==> config.mk <==
export PLATFORM = sky130hd
export DESIGN_NAME = debounce_entrada
export DESIGN_NICKNAME = d
export VERILOG_FILES = /design/src/rtl/debounce_entrada_pkg.sv /design/src/rtl/debounce_entrada_sincronizador_2ff.sv /design/src/rtl/debounce_entrada.sv
export SDC_FILE = /design/constraint.sdc
export NUM_CORES = 1
export LEC_CHECK = 0
export BUFFER_PORTS_ARGS = -buffer_cell sky130_fd_sc_hd__buf_2
export CAP_MARGIN = 20
export CORE_MARGIN = 4
export CORE_UTILIZATION = 35
export DETAILED_ROUTE_END_ITERATION = 10
export HOLD_SLACK_MARGIN = 0.08
export PLACE_DENSITY = 0.55
export SLEW_MARGIN = 15
export SYNTH_ARGS = -nofsm -noshare
export SYNTH_HDL_FRONTEND = slang
export SYNTH_SLANG_ARGS = --single-unit
==> constraint.sdc <==
create_clock -name clock -period 3 [get_ports clock]
set_clock_uncertainty 0.15 [all_clocks]
set_input_delay 0.45 -clock clock [delete_from_list [all_inputs] [get_ports clock]]
set_output_delay 0.45 -clock clock [all_outputs]
set_load 0.03 [all_outputs]
==> src/rtl/debounce_entrada_pkg.sv <==
// debounce_entrada_pkg: state encoding, widths and
// saturating increment helpers for the entry debouncer.
package debounce_entrada_pkg;

  typedef enum logic [1:0] {
    SOLTO       = 2'd0,
    CONF_PRESS  = 2'd1,
    PRESSIONADO = 2'd2,
    CONF_SOLTA  = 2'd3
  } estado_t;

  localparam int CNT_W = 8;
  localparam int TMR_W = 16;

  function automatic logic [CNT_W-1:0] cnt_inc(
    input logic [CNT_W-1:0] v
  );
    return (&v) ? v : v + CNT_W'(1);
  endfunction

  function automatic logic [TMR_W-1:0] tmr_inc(
    input logic [TMR_W-1:0] v
  );
    return (&v) ? v : v + TMR_W'(1);
  endfunction

endpackage

==> src/rtl/debounce_entrada_sincronizador_2ff.sv <==
// sincronizador_2ff: two-flop synchronizer for one
// asynchronous bit, synchronous active-high clear.
module sincronizador_2ff (
  input  logic clock,
  input  logic clear,
  input  logic i_d,
  output logic o_q
);

  logic r_ff1;
  logic r_ff2;

  always_ff @(posedge clock) begin
    if (clear) begin
      r_ff1 <= 1'b0;
      r_ff2 <= 1'b0;
    end else begin
      r_ff1 <= i_d;
      r_ff2 <= r_ff1;
    end
  end

  assign o_q = r_ff2;

endmodule

==> src/rtl/debounce_entrada.sv <==
// debounce_entrada: sync + debounce of the entry button, with press
// pulse; long-press pulse when DEBOUNCE_ENTRADA_LONG_PRESS_EN is defined.
module debounce_entrada
  import debounce_entrada_pkg::*;
#(
  parameter int DEBOUNCE_CYCLES = 8,
  parameter int LONG_CYCLES     = 64
) (
  input  logic clock,
  input  logic clear,
  input  logic botao,
  output logic nivel,
  output logic pulso,
  output logic pulso_longo
);

  if (DEBOUNCE_CYCLES < 2 ||
      DEBOUNCE_CYCLES > (2**CNT_W) - 1) begin : g_bad_db
    $error("DEBOUNCE_CYCLES out of range");
  end

  if (LONG_CYCLES < 2 ||
      LONG_CYCLES > (2**TMR_W) - 1) begin : g_bad_long
    $error("LONG_CYCLES out of range");
  end

  localparam logic [CNT_W-1:0] LP_CNT_LAST =
    CNT_W'(DEBOUNCE_CYCLES - 1);

  logic w_s;

  estado_t          r_estado;
  estado_t          w_estado_nxt;
  logic [CNT_W-1:0] r_cnt;
  logic [CNT_W-1:0] w_cnt_nxt;
  logic             r_nivel;
  logic             w_nivel_nxt;
  logic             r_pulso;
  logic             w_pulso_nxt;

  sincronizador_2ff u_sync (
    .clock (clock),
    .clear (clear),
    .i_d   (botao),
    .o_q   (w_s)
  );

  always_ff @(posedge clock) begin
    if (clear) begin
      r_estado <= SOLTO;
      r_cnt    <= '0;
      r_nivel  <= 1'b0;
      r_pulso  <= 1'b0;
    end else begin
      r_estado <= w_estado_nxt;
      r_cnt    <= w_cnt_nxt;
      r_nivel  <= w_nivel_nxt;
      r_pulso  <= w_pulso_nxt;
    end
  end

  always_comb begin
    w_estado_nxt = r_estado;
    w_cnt_nxt    = r_cnt;
    w_pulso_nxt  = 1'b0;
    unique case (r_estado)
      SOLTO: begin
        if (w_s) begin
          w_estado_nxt = CONF_PRESS;
          w_cnt_nxt    = CNT_W'(1);
        end
      end
      CONF_PRESS: begin
        if (!w_s) begin
          w_estado_nxt = SOLTO;
        end else if (r_cnt == LP_CNT_LAST) begin
          w_estado_nxt = PRESSIONADO;
          w_pulso_nxt  = 1'b1;
        end else begin
          w_cnt_nxt = cnt_inc(r_cnt);
        end
      end
      PRESSIONADO: begin
        if (!w_s) begin
          w_estado_nxt = CONF_SOLTA;
          w_cnt_nxt    = CNT_W'(1);
        end
      end
      CONF_SOLTA: begin
        if (w_s) begin
          w_estado_nxt = PRESSIONADO;
        end else if (r_cnt == LP_CNT_LAST) begin
          w_estado_nxt = SOLTO;
        end else begin
          w_cnt_nxt = cnt_inc(r_cnt);
        end
      end
    endcase
    w_nivel_nxt = (w_estado_nxt == PRESSIONADO) ||
                  (w_estado_nxt == CONF_SOLTA);
  end

  assign nivel = r_nivel;
  assign pulso = r_pulso;

`ifdef DEBOUNCE_ENTRADA_LONG_PRESS_EN
  localparam logic [TMR_W-1:0] LP_LONG_LAST =
    TMR_W'(LONG_CYCLES - 1);

  logic [TMR_W-1:0] r_tmr;
  logic             r_pulso_longo;
  logic             w_segura;

  // held now and still held after this edge
  assign w_segura = r_nivel && (w_estado_nxt != SOLTO);

  always_ff @(posedge clock) begin
    if (clear) begin
      r_tmr         <= '0;
      r_pulso_longo <= 1'b0;
    end else begin
      r_pulso_longo <= 1'b0;
      if (w_pulso_nxt) begin
        r_tmr <= '0;
      end else if (w_segura) begin
        r_tmr         <= tmr_inc(r_tmr);
        r_pulso_longo <= (r_tmr == LP_LONG_LAST);
      end else begin
        r_tmr <= '0;
      end
    end
  end

  assign pulso_longo = r_pulso_longo;
`else
  assign pulso_longo = 1'b0;
`endif

endmodule

== Word level (Yosys, flattened, before mapping) ==
Cells that the tools add are included.

* Output and inout port bits: 3
* Word-level logic and storage cells: 39
* Input port bits: 3
* Flip-flop bits (word level): 14

* $add $sub $neg: 1
* Reduce and logical (&&, ||, !) cells: 5
* Equal/unequal tests: 10
* Bitwise gates (word level): 2
* Multiplexer cells: 15

{| class="wikitable"
|+ Operators by type and width
! operator !! number
|-
| 8-bit two-way mux || 6
|-
| 8-bit one-hot mux with 4 select lines || 1
|-
| 2-bit two-way mux || 6
|-
| 8-bit by 1-bit adder with 8-bit output, second input constant || 1
|-
| 2-bit == test, second input constant || 4
|-
| 8-bit by 3-bit == test with 1-bit output, second input constant || 1
|-
| 2-bit one-hot mux with 4 select lines || 1
|-
| 8-bit AND reduction || 1
|-
| 2-bit by 1-bit != test with 1-bit output, second input constant || 2
|-
| 2-bit != test, second input constant || 2
|-
| 4-bit AND reduction || 1
|-
| 3-bit OR reduction || 1
|-
| 2-bit by 1-bit == test with 1-bit output, second input constant || 1
|-
| 2-bit logical NOT || 1
|-
| 1-bit NOT || 2
|-
| 1-bit logical OR || 1
|-
| 1-bit two-way mux || 1
|}

== Longest topological paths before layout ==
* Depth in word-level cells: 6
* Gate-level depth with buffers: 6
* Gate-level depth less buffers: 5

== Hierarchy ==
Synthesis repeated with hierarchy kept, for this count alone.

* Cells, all modules: 68
* Area total of the unflattened synthesis: 635.6 um^2

{| class="wikitable"
|+ Modules (own cells, without submodules)
! module !! area an instance (um^2) !! instances !! sequential area each (um^2) !! cells each
|-
| debounce_entrada || 583.1 || 1 || 220.2 || 64
|-
| sincronizador_2ff || 52.6 || 1 || 40.0 || 4
|}

== Least setup slack after synthesis ==
Ideal clock, no wire load.

* Path kind: reg-to-reg
* Start point: register r_estado[1]
* End point: register r_cnt[5]
* Arrival time: 1540 ps
* Data required time: 2764 ps
* Buffers on the path: 0
* Clock period less this slack: 1776 ps
* Setup slack: 1224 ps
* Stages on the path, launching flop included: 5
* Setup time: 86 ps
* Cell sequence: dfxtp_1 xor2_2 nand2b_2 a211o_2 a221oi_2

* Cells in the longest elaborated chain, start to end: 3
* Elaborated cells between the ends (all ways): 10
* Those cells by class: eq/ne (7); mux (1); reduce/logical (2)

{| class="wikitable"
|+ Ends and longest elaborated chain
! item !! RTL line !! text
|-
| from (decl) || debounce_entrada.sv:32 || <nowiki>estado_t r_estado;</nowiki>
|-
| from (signal assigned) || debounce_entrada.sv:55 || <nowiki>r_estado <= w_estado_nxt;</nowiki>
|-
| 2-bit by 1-bit == test with 1-bit output (tied with other cells) || debounce_entrada.sv:66 || <nowiki>unique case (r_estado)</nowiki>
|-
| 2-bit by 1-bit != test with 1-bit output (no line) or 2-bit != test (tied branches) || -- ||
|-
| 4-bit AND reduction (no line) || -- ||
|-
| to (signal assigned) || debounce_entrada.sv:56 || <nowiki>r_cnt <= w_cnt_nxt;</nowiki>
|-
| to (decl) || debounce_entrada.sv:34 || <nowiki>logic [CNT_W-1:0] r_cnt;</nowiki>
|}

Parallel ways exist; a longest one is shown, timed or not.
A chain may end at the register's enable or synchronous reset.

== Worst setup path after layout ==
* Start point: register r_cnt[7]
* End point: register r_cnt[0]

* Cells in the longest elaborated chain, start to end: 5
* Elaborated cells between the ends (all ways): 7
* Those cells by class: eq/ne (1); mux (5); reduce/logical (1)

{| class="wikitable"
|+ Ends and longest elaborated chain
! item !! RTL line !! text
|-
| 8-bit AND reduction || debounce_entrada_pkg.sv:18 || <nowiki>return (&v) ? v : v + CNT_W'(1);</nowiki>
|-
| 8-bit two-way mux || -- ||
|-
| 8-bit two-way mux * || -- ||
|-
| 8-bit two-way mux (on tied branches) || -- ||
|-
| 8-bit one-hot mux with 4 select lines * || -- ||
|}

Mark *: on every way between the ends. The rest lies on a longest branch, timed or not. The select of a mux whose other input is x is not followed.

==> run summary <==
Outcome: finished clean
Total Nets Final: 81
Detailed Routing Iterations Pass 1: 4
Worst endpoint required time: 3.03 ns
Comb pwr share: 5.3%
Layout cell share with drive strength beyond 1: 22.37%
Maximum VDD drop: 302.1 µV
Y dimension of the die: 52.50 µm
Worst hold path type: input port to flop
Syn avg cell area: 9.763 µm²
Root Buffer: sky130_fd_sc_hd__clkbuf_4
Crit path kind: flop to flop
Worst path arrival time: 1.84 ns
Number of different library cells in the post-synthesis netlist: 34
Full die area: 2756 µm²
Internal power contribution: 0.2321 mW
Post-Synthesis Cell Area: 693.2 µm²
Number of hold violations in the final report: 0
Via count of the first global-routing pass: 480
Met1 layer usage reported by global route: 12.39%
Number of max-slew violations in the final report: 0
Post-detailed-routing wire length: 1253 µm
Ratio of total power to cell area: 401.1 nW/µm²
Area added between synthesis and finish: 9.025%
Detailed placer's ending HPWL: 897.9 µm
Setup Total Neg Slack: 0 ns
Number of antenna diodes: 0
Final critical-path required period: 1.810 ns
Power share of the sequential group: 58.5%
CTS Hold Bufs: 0
Total Routing Usage GR: 10.34%
Max Fclk: 0.5525 GHz
CTS tree: built
Fraction of met3 tracks used by global routing: 5.128%
Largest fanout of any net on the critical path: 7
Vias/cell: 5.198
Most common library cell in the layout ignoring fill and taps: sky130_fd_sc_hd__dfxtp_1
Synth warnings: 0
Clock-pin slew on the worst setup and hold paths: 0.08 ns
Number of nets in the synthesized netlist: 75
Launch instance of the worst min-delay path: botao
Post-cts resize count: 0
Met2 Resource Use GR: 15.70%
Bufs on Longest Clock Path: 2
Largest cells by area after synthesis: sky130_fd_sc_hd__dfxtp_1, sky130_fd_sc_hd__mux2i_1, sky130_fd_sc_hd__o2bb2ai_4
Crit. End Element: flop
Starting utilization of the core area: 38.47%
Port Buffers: 4
Finish-stage setup viols: 0
H-tree Lvls: 1
Per-cell routed wire length: 12.41 µm
Count of routing violations after the opening detailed-route iteration: 8
Grt ovf: 0
Max Cap Violations: 0
Multi-input gate area in the final layout: 410.4 µm²
Post-synth top area share: 37.55%
Crit share post-route: 60.33%
Number of top-level design ports: 6
Leading cell types in the layout, fill and taps excluded: sky130_fd_sc_hd__dfxtp_1, sky130_fd_sc_hd__nand2_1, sky130_fd_sc_hd__a21oi_1, sky130_fd_sc_hd__mux2i_1, sky130_fd_sc_hd__buf_2
Post-synth EDFFs: 0
Initial antenna violation count: 0
Total core area: 1802 µm²
Number of sinks handled by clock tree synthesis: 13
Register Area: 260.3 µm²
Clock buffers created by TritonCTS: 3
Fill cell total of the finished layout: 191
Share of the yosys chip area belonging to registers: 37.55%
Antenna Nets Post-Route: 0
Element type at the critical path start: flop
Global placement routability congestion: 0.7999
Routed vias: 525
Horizontal die dimension: 52.50 µm
Switching power: 0.07098 mW
Setup repair after global routing missed its margin: no
Switching fraction of total power: 23.42%
Synth Register Bits: 13
Fraction of registers with async set or reset after synthesis: 0%
Worst-skew pair later-pin latency: 0.28 ns
Design Power: 0.3031 mW
Part of the power in the clock network: 36.3%
Pin count of the biggest net entering global routing: 10
Cell type with the largest total area after synthesis: sky130_fd_sc_hd__dfxtp_1
Origin of the critical flop-to-flop path: r_cnt[7]
Most Crowded Layer GR: met2
Static leakage power: 0.2647 nW
Number of standard cells after synthesis: 71
Worst setup path start: r_cnt[7]
Cell Rows: 15
Most used DFF post-synth: sky130_fd_sc_hd__dfxtp_1
Wire length of the first global-routing pass: 2070 µm
Detailed-route DRC error count: 0
Post-CTS setup-driven buffer insertion count: 0
## routing by layer
layer	vias to the layer above	wire length, µm
met5	-	0
met4	0	16
met3	2	57
met2	10	543
met1	248	636
li1	265	-
## synthesized netlist by cell type (2+ instances only)
cell                        n
sky130_fd_sc_hd__a21oi_1    5
sky130_fd_sc_hd__and3_1     2
sky130_fd_sc_hd__clkbuf_1   2
sky130_fd_sc_hd__dfxtp_1   13
sky130_fd_sc_hd__inv_1      2
sky130_fd_sc_hd__mux2i_1    5
sky130_fd_sc_hd__nand2_1    6
sky130_fd_sc_hd__nand2b_1   3
sky130_fd_sc_hd__nand3_1    3
sky130_fd_sc_hd__nor2_1     3
sky130_fd_sc_hd__nor2b_1    3
sky130_fd_sc_hd__nor3_1     2
## power by group through the flow
stage	sequential (mW)	clock [mW]	combinational, mW
finish	0.177	0.110	0.0160
global placement	0.181	0	0.0160
floorplan	0.181	0	0.0140
detailed placement	0.181	0	0.0161
CTS	0.177	0.117	0.0161
global route	0.178	0.124	0.0179
## cell type report
cell class                      count  share of cell area (%)
Multi-Input combinational cell     53                   54.30
Sequential cell                    13                   34.44
Tap cell                           25                   4.139
Clock buffer                        4                   3.477
Timing Repair Buffer                4                   2.649
Inverter                            2                  0.9934
## cells by family (layout without fill, tap and decap cells)
kind of cell             after synthesis  in the layout  synth area share (%)
XOR/XNOR                               2              2                 4.694
AND/OR/NAND/NOR                       29             29                 24.91
adder cells (fa/ha/maj)                1              1                 1.805
AO/OA/AOI/OAI                         15             15                 20.04
multiplexers                           5              5                 7.221
flip-flops                            13             13                 37.55
other                                  1              1                0.5410
buffers and inverters                  5             10                 3.250
## per-stage QoR
stage                     hold slack [ns]  instances  cell area [µm²]  utilization (%)  setup WS (ns)
after floorplan                    0.2638         71            693.2                -          1.224
after global placement             0.2714         97            729.5            40.49          1.243
after detailed placement           0.2772         97            729.5            40.49          1.202
after CTS                          0.2171        101            755.7            41.94          1.195
after global routing               0.2302        101            755.7            41.94          1.130
final                              0.2258        101            755.7            41.94          1.190
## worst paths after layout
check / end / slack, ns / cells past startpoint
worst max register to register: r_cnt[0] / 1.19 / 4
worst min register to register: u_sync.o_q / 0.29 / 1
worst min-delay path: u_sync.r_ff1 / 0.23 / 2
worst max-delay path: r_cnt[0] / 1.19 / 4
## sequential cells by signal, indices dropped and copies added (netlist names)
| signal | cells |
|---|---|
| pulso | 1 |
| u_sync.r_ff1 | 1 |
| r_cnt | 8 |
| u_sync.o_q | 1 |
| r_estado | 2 |
## critical path, stage by stage (launching register included)
cell and delay, ns:
sky130_fd_sc_hd__dfxtp_1 0.36, sky130_fd_sc_hd__or4_4 0.58, sky130_fd_sc_hd__o2bb2ai_4 0.25, sky130_fd_sc_hd__a21oi_2 0.13
sky130_fd_sc_hd__o221a_1 0.25
Note: power is estimated with default switching activity, not from simulation.
